$ cat src/rtl/sr_arbiter_if.sv
// Handshake bundle between the requesters, the sr_arbiter and the shared
// shift-register driver.
interface sr_arbiter_if #(
  parameter int N_REQ = 2,
  parameter int WIDTH = 8
);
  logic [N_REQ-1:0]       req_go;
  logic [N_REQ*WIDTH-1:0] req_val;
  logic [N_REQ-1:0]       req_rdy;
  logic [WIDTH-1:0]       out_val;
  logic                   out_go;
  logic                   out_rdy;

  // Arbiter side
  modport slave (
    input  req_go, req_val, out_rdy,
    output req_rdy, out_val, out_go
  );

  // Requester / driver side (bench or top level)
  modport master (
    output req_go, req_val, out_rdy,
    input  req_rdy, out_val, out_go
  );
endinterface

$ cat src/rtl/sr_arbiter.sv
// Round-robin arbiter sharing one shift-register driver between N_REQ requesters.
// Optional ISSUE watchdog enabled by defining SR_ARB_TIMEOUT_EN.
module sr_arbiter #(
  parameter int N_REQ      = 2,
  parameter int WIDTH      = 8,
  parameter int GAP_CYCLES = 4,
  parameter int TIMEOUT    = 1024,
  localparam int GW        = (N_REQ > 1) ? $clog2(N_REQ) : 1
) (
  input  logic          clk,
  input  logic          rst,
  sr_arbiter_if.slave   bus,
  output logic [GW-1:0] grant,
  output logic          busy,
  output logic          err
);

  typedef enum logic [1:0] {
    IDLE  = 2'd0,
    ISSUE = 2'd1,
    GAP   = 2'd2
  } state_t;

  // Reject configurations the datapath cannot represent
  if (N_REQ < 2 || N_REQ > 8 || GAP_CYCLES < 1 || GAP_CYCLES > 255 || TIMEOUT < 1) begin : g_param_check
    $error("sr_arbiter: parameter out of range");
  end

  // First requester at or after last+1, wrapping modulo N_REQ
  function automatic logic [GW-1:0] rr_pick(input logic [N_REQ-1:0] go,
                                            input logic [GW-1:0]    last);
    logic [GW-1:0]    sel;
    logic             found;
    logic [N_REQ-1:0] shifted;
    int               cand;
    sel   = last;
    found = 1'b0;
    for (int k = 1; k <= N_REQ; k++) begin
      cand    = (int'(last) + k) % N_REQ;
      shifted = go >> cand;
      if (!found && shifted[0]) begin
        sel   = GW'(cand);
        found = 1'b1;
      end else begin
        found = found;
      end
    end
    return sel;
  endfunction

  state_t           state_r, state_s;
  logic [GW-1:0]    grant_r, grant_s;
  logic [WIDTH-1:0] val_r, val_s;
  logic [7:0]       gap_r, gap_s;
  logic [GW-1:0]    pick_s;

`ifdef SR_ARB_TIMEOUT_EN
  localparam int TW = $clog2(TIMEOUT + 1);
  logic [TW-1:0] tmo_r, tmo_s;
  logic          err_r, err_s;
`endif

  // Next-state, grant selection and value latch
  always_comb begin
    state_s = state_r;
    grant_s = grant_r;
    val_s   = val_r;
    gap_s   = gap_r;
    pick_s  = rr_pick(bus.req_go, grant_r);
`ifdef SR_ARB_TIMEOUT_EN
    tmo_s   = tmo_r;
    err_s   = err_r;
`endif
    case (state_r)
      IDLE: begin
        if (|bus.req_go) begin
          state_s = ISSUE;
          grant_s = pick_s;
          val_s   = WIDTH'(bus.req_val >> (int'(pick_s) * WIDTH));
`ifdef SR_ARB_TIMEOUT_EN
          tmo_s   = '0;
`endif
        end else begin
          state_s = IDLE;
        end
      end
      ISSUE: begin
        // Accept wins over an expiring watchdog in the same cycle
        if (bus.out_rdy) begin
          state_s = GAP;
          gap_s   = 8'(GAP_CYCLES - 1);
        end
`ifdef SR_ARB_TIMEOUT_EN
        else if (tmo_r == TW'(TIMEOUT - 1)) begin
          state_s = GAP;
          gap_s   = 8'(GAP_CYCLES - 1);
          err_s   = 1'b1;
        end else begin
          tmo_s   = tmo_r + TW'(1);
        end
`else
        else begin
          state_s = ISSUE;
        end
`endif
      end
      GAP: begin
        if (gap_r == 8'd0) begin
          state_s = IDLE;
        end else begin
          gap_s   = gap_r - 8'd1;
        end
      end
      default: begin
        state_s = IDLE;
      end
    endcase
  end

  // State and datapath registers
  always_ff @(posedge clk or posedge rst) begin
    if (rst) begin
      state_r <= IDLE;
      grant_r <= GW'(N_REQ - 1);
      val_r   <= '0;
      gap_r   <= 8'd0;
`ifdef SR_ARB_TIMEOUT_EN
      tmo_r   <= '0;
      err_r   <= 1'b0;
`endif
    end else begin
      state_r <= state_s;
      grant_r <= grant_s;
      val_r   <= val_s;
      gap_r   <= gap_s;
`ifdef SR_ARB_TIMEOUT_EN
      tmo_r   <= tmo_s;
      err_r   <= err_s;
`endif
    end
  end

  assign bus.out_go  = (state_r == ISSUE);
  assign bus.out_val = val_r;
  assign bus.req_rdy = (state_r == ISSUE && bus.out_rdy)
                       ? ({{(N_REQ-1){1'b0}}, 1'b1} << grant_r)
                       : {N_REQ{1'b0}};
  assign grant       = grant_r;
  assign busy        = (state_r != IDLE);
`ifdef SR_ARB_TIMEOUT_EN
  assign err         = err_r;
`else
  assign err         = 1'b0;
`endif

endmodule

$ cat src/flat_wrapper.sv
// flat-port wrapper written by rule: the top's interface ports become plain ports
module sr_arbiter_flat 
#(
  parameter int N_REQ      = 2,
  parameter int WIDTH      = 8,
  parameter int GAP_CYCLES = 4,
  parameter int TIMEOUT    = 1024,
  localparam int GW        = (N_REQ > 1) ? $clog2(N_REQ) : 1
)
  (clk, rst, grant, busy, err, bus_req_go, bus_req_val, bus_out_rdy, bus_req_rdy, bus_out_val, bus_out_go);
  sr_arbiter_if #(.N_REQ(N_REQ), .WIDTH(WIDTH)) bus_i ();
  input  logic clk;
  input  logic rst;
  output logic [GW-1:0] grant;
  output logic busy;
  output logic err;
  input wire logic [$bits(bus_i.req_go)-1:0] bus_req_go;
  input wire logic [$bits(bus_i.req_val)-1:0] bus_req_val;
  input wire logic [$bits(bus_i.out_rdy)-1:0] bus_out_rdy;
  output wire logic [$bits(bus_i.req_rdy)-1:0] bus_req_rdy;
  output wire logic [$bits(bus_i.out_val)-1:0] bus_out_val;
  output wire logic [$bits(bus_i.out_go)-1:0] bus_out_go;
  assign bus_i.req_go = bus_req_go;
  assign bus_i.req_val = bus_req_val;
  assign bus_i.out_rdy = bus_out_rdy;
  assign bus_req_rdy = bus_i.req_rdy;
  assign bus_out_val = bus_i.out_val;
  assign bus_out_go = bus_i.out_go;
  sr_arbiter #(.N_REQ(N_REQ), .WIDTH(WIDTH), .GAP_CYCLES(GAP_CYCLES), .TIMEOUT(TIMEOUT)) u_core (.clk(clk), .rst(rst), .bus(bus_i), .grant(grant), .busy(busy), .err(err));
endmodule
$ cat config.mk
export PLATFORM = sky130hd
export DESIGN_NAME = sr_arbiter_flat
export DESIGN_NICKNAME = d
export VERILOG_FILES = /design/src/rtl/sr_arbiter_if.sv /design/src/rtl/sr_arbiter.sv /design/src/flat_wrapper.sv
export SDC_FILE = /design/constraint.sdc
export NUM_CORES = 1
export LEC_CHECK = 0
export ABC_AREA = 1
export BUFFER_PORTS_ARGS = -buffer_cell sky130_fd_sc_hd__buf_4
export CORE_ASPECT_RATIO = 1.1
export CORE_MARGIN = 2
export CORE_UTILIZATION = 49
export CTS_BUF_LIST = sky130_fd_sc_hd__clkbuf_4 sky130_fd_sc_hd__clkbuf_8 sky130_fd_sc_hd__clkbuf_16
export CTS_CLUSTER_DIAMETER = 60
export DETAILED_ROUTE_END_ITERATION = 16
export GPL_ROUTABILITY_DRIVEN = 0
export PLACE_DENSITY = 0.77
export SLEW_MARGIN = 25
export SYNTH_ARGS = -nofsm -noshare
export SYNTH_HDL_FRONTEND = slang
export SYNTH_SLANG_ARGS = --single-unit
$ cat constraint.sdc
create_clock -name clk -period 1.6 [get_ports clk]
set_input_delay 0.32 -clock clk [delete_from_list [all_inputs] [get_ports clk]]
set_output_delay 0.32 -clock clk [all_outputs]
set_load 0.01 [all_outputs]
==> flow_metrics.tcl <==
set metrics [dict create \
    clk_pin_slew_ns 0.10 \
    wirelength_um 2270 \
    crit_family "flip-flops" \
    clock_skew_ns 0.00218 \
    status "finished clean" \
    synth_edf_count 0 \
    cp_num_cells 5 \
    die_width_um 48.8 \
    p_int_mw 1.45 \
    r2r-start "u_core.gap_r[1]" \
    required_ns 1.28 \
    rsz0062_at_grt "no" \
    pin_count 35 \
    io_buffers 33 \
    vias 999 \
    start_kind "flop" \
    path_class "reg -> out" \
    cp.buffers_inverters 2 \
    synth_area_leader_cell "dfrtp_1" \
    cts_root_buf "clkbuf_4" \
    tns_ns 0 \
    fin_util_pct 70.8 \
    syn_inst 138 \
    critPathArrivalTime_ns 1.18 \
    finalPower_mw 2.55 \
    seq_power_share_pct 32.8 \
    postSynth.asyncResetShare_pct 100 \
    synth_nets 161 \
    synth-seq-cells 19 \
    syn_avg_cell_area_um2 7.84 \
    min-delay-path-class "in -> async" \
    ys_types 24 \
    cts_tree "built" \
    diodes 0 \
    synthMostInstantiatedCell "nand2_1" \
    synth_area_leaders "dfrtp_1, nand2_1, nor2_1, a31oi_1, nand3_1" \
    leakage_nw 0.745 \
    hold_violations 0 \
    drtIter0Drc 9 \
    grt_pass1_vias 982 \
    dieArea_um2 2600 \
    die_h_um 53.3 \
    fmax_mhz 667 \
    synthFlopType "dfrtp_1" \
    path_cells "inv_2 -> nor2_4 -> nand2_4 -> nor2_1 -> buf_4" \
    clkSinkCount 19 \
    place_hpwl_um 1780 \
    drc 0 \
    drv_slew 0 \
    postRouteAntennaNets 0 \
    fin_nets 205 \
    crit_path_max_incr_delay_ns 0.39 \
    powerDensity_nw_per_um2 1770 \
    seq_area_frac_synth_pct 44.0 \
    pwr-share-clk_pct 9.7 \
    setup_viol 0 \
    cts_inserted_buffers 3 \
    critPathSlowestCell "dfrtp_1" \
    synthTopCellsByCount "nand2_1, nor2_1, dfrtp_1, inv_1, nand3_1" \
    antenna_found_initial 0 \
    worst-r2r-cell-count 8 \
    swShare_pct 43.4 \
    reg2reg_setup_slack_ns 0.12 \
    min_period_ns 1.50 \
    r2r_end "u_core.gap_r[1]" \
    ir_worst_vdd_v 0.00115 \
    rows 17 \
    grt_pass1_wl_um 4000 \
    core_um2 2040 \
    maxCapViolCount 0 \
    drive_gt1_share_pct 35.4 \
    switchingPower_mw 1.11 \
    cp_max_fo 4 \
    combPwrFrac_pct 57.5 \
    start_util_pct 53.0 \
    grt_overflow 0 \
    grt_max_degree 20 \
    yosysWarnings 0 \
    cp-end-kind "primary output" \
    first_pass_iters 4 \
    post_drt_wl_per_cell_um 10.8 \
    via_per_inst 4.78 \
    synth_area_um2 1080 \
    areaGrowthSynthToFinish_pct 33.5 \
    fin_crit_sh_pct 93.7 \
    synth_top_area_share_pct 41.6 \
    cts.htree.levels 1 \
    clockBufferDepth 2 \
    track_usage_pct 19.9 \
    insertion_delay_ns 0.28 \
]
## worst max-delay path by stage
stage | start | end | slack, ns
2_1_floorplan | u_core.gap_r[0] | u_core.gap_r[1] | 0.22
3_3_place_gp | u_core.gap_r[1] | u_core.gap_r[1] | 0.22
3_5_place_dp | u_core.gap_r[1] | u_core.gap_r[1] | 0.15
4_1_cts | u_core.state_r[1] | bus_req_rdy[1] | 0.01
5_1_grt | u_core.gap_r[1] | u_core.gap_r[0] | 0.003
6_report | u_core.state_r[0] | bus_req_rdy[1] | 0.10
## registers in the layout, summed over array words and instances, names as in the netlist
name / cells
u_core.bus.out_val: 8
u_core.state_r: 2
u_core.gap_r: 8
u_core.grant: 1
## kinds of logic after synthesis
logic type                 Yosys count  synth area share [%]
AOI/OAI and AO/OA                   13                  7.75
xor gates and xnor gates             3                  2.43
adders and majority gates            2                  2.31
buffers and inverters               17                  6.59
DFF                                 19                  44.0
other                                1                 0.346
and+or+nand+nor                     83                  36.5
## cell type report
class                      instances  area [um^2]
fill                             178          597
sequential                        19          477
timing repair buffer              41          308
tap                               28         35.0
inverter                          15         56.3
clock buffer                       4         30.0
multi-input combinational        102          539
## metrics by stage
| stage | hold WS [ns] | cell area, um^2 | std cells | worst slack, ns |
|---|---|---|---|---|
| 6_report | 0.0419 | 1450 | 209 | 0.100 |
| 4_1_cts | 0.0389 | 1420 | 205 | 0.0117 |
| 2_1_floorplan | 0.270 | 1080 | 138 | 0.222 |
| 3_3_place_gp | 0.356 | 1370 | 200 | 0.222 |
| 3_5_place_dp | 0.360 | 1370 | 200 | 0.145 |
| 5_1_grt | 0.0606 | 1450 | 209 | 0.00260 |
## power by group through the flow
stage	sequential [mW]	combinational, mW	clock, mW
4_1_cts	0.836	1.42	0.257
6_report	0.838	1.47	0.248
5_1_grt	0.858	1.65	0.280
3_5_place_dp	0.847	1.38	0
2_1_floorplan	0.877	0.878	0
3_3_place_gp	0.835	1.34	0
## worst register-to-register path: cells and delay by family (launching register included)
family          cells  cell delay (ns)
simple gates        5             0.66
flops               1             0.41
buf+inv             1             0.12
compound gates      1             0.05
fa+ha+maj           1             0.15
## placed cells by master, fill, tap and decap left out, types with 2 or more instances in the layout
| cell type | count |
|---|---|
| buf_4 | 41 |
| nand2_1 | 37 |
| nor2_1 | 22 |
| dfrtp_1 | 18 |
| inv_1 | 11 |
| nand3_1 | 9 |
| a31oi_1 | 8 |
| inv_2 | 4 |
| clkbuf_4 | 4 |
| nand2_2 | 3 |
| nor2_4 | 3 |
| nor2_2 | 3 |
| o21ai_2 | 2 |
| nand2_4 | 2 |
| nand4_1 | 2 |
| xor2_1 | 2 |
| ha_1 | 2 |
## layer usage
metal	track usage, %	routed length, um	up-vias
li1	-	-	528
met1	23.2	1000	447
met2	37.2	1150	22
met3	2.26	93	2
met4	8.57	15	0
met5	0	0	-
## timing repair
item                                    CTS  global route
pin swaps                                 0             2
endpoints found under the setup margin    2             2
hold buffers                              0             0
buffers inserted                          1             4
resized for setup                         1             0
Power figures use the tool's default switching activity.
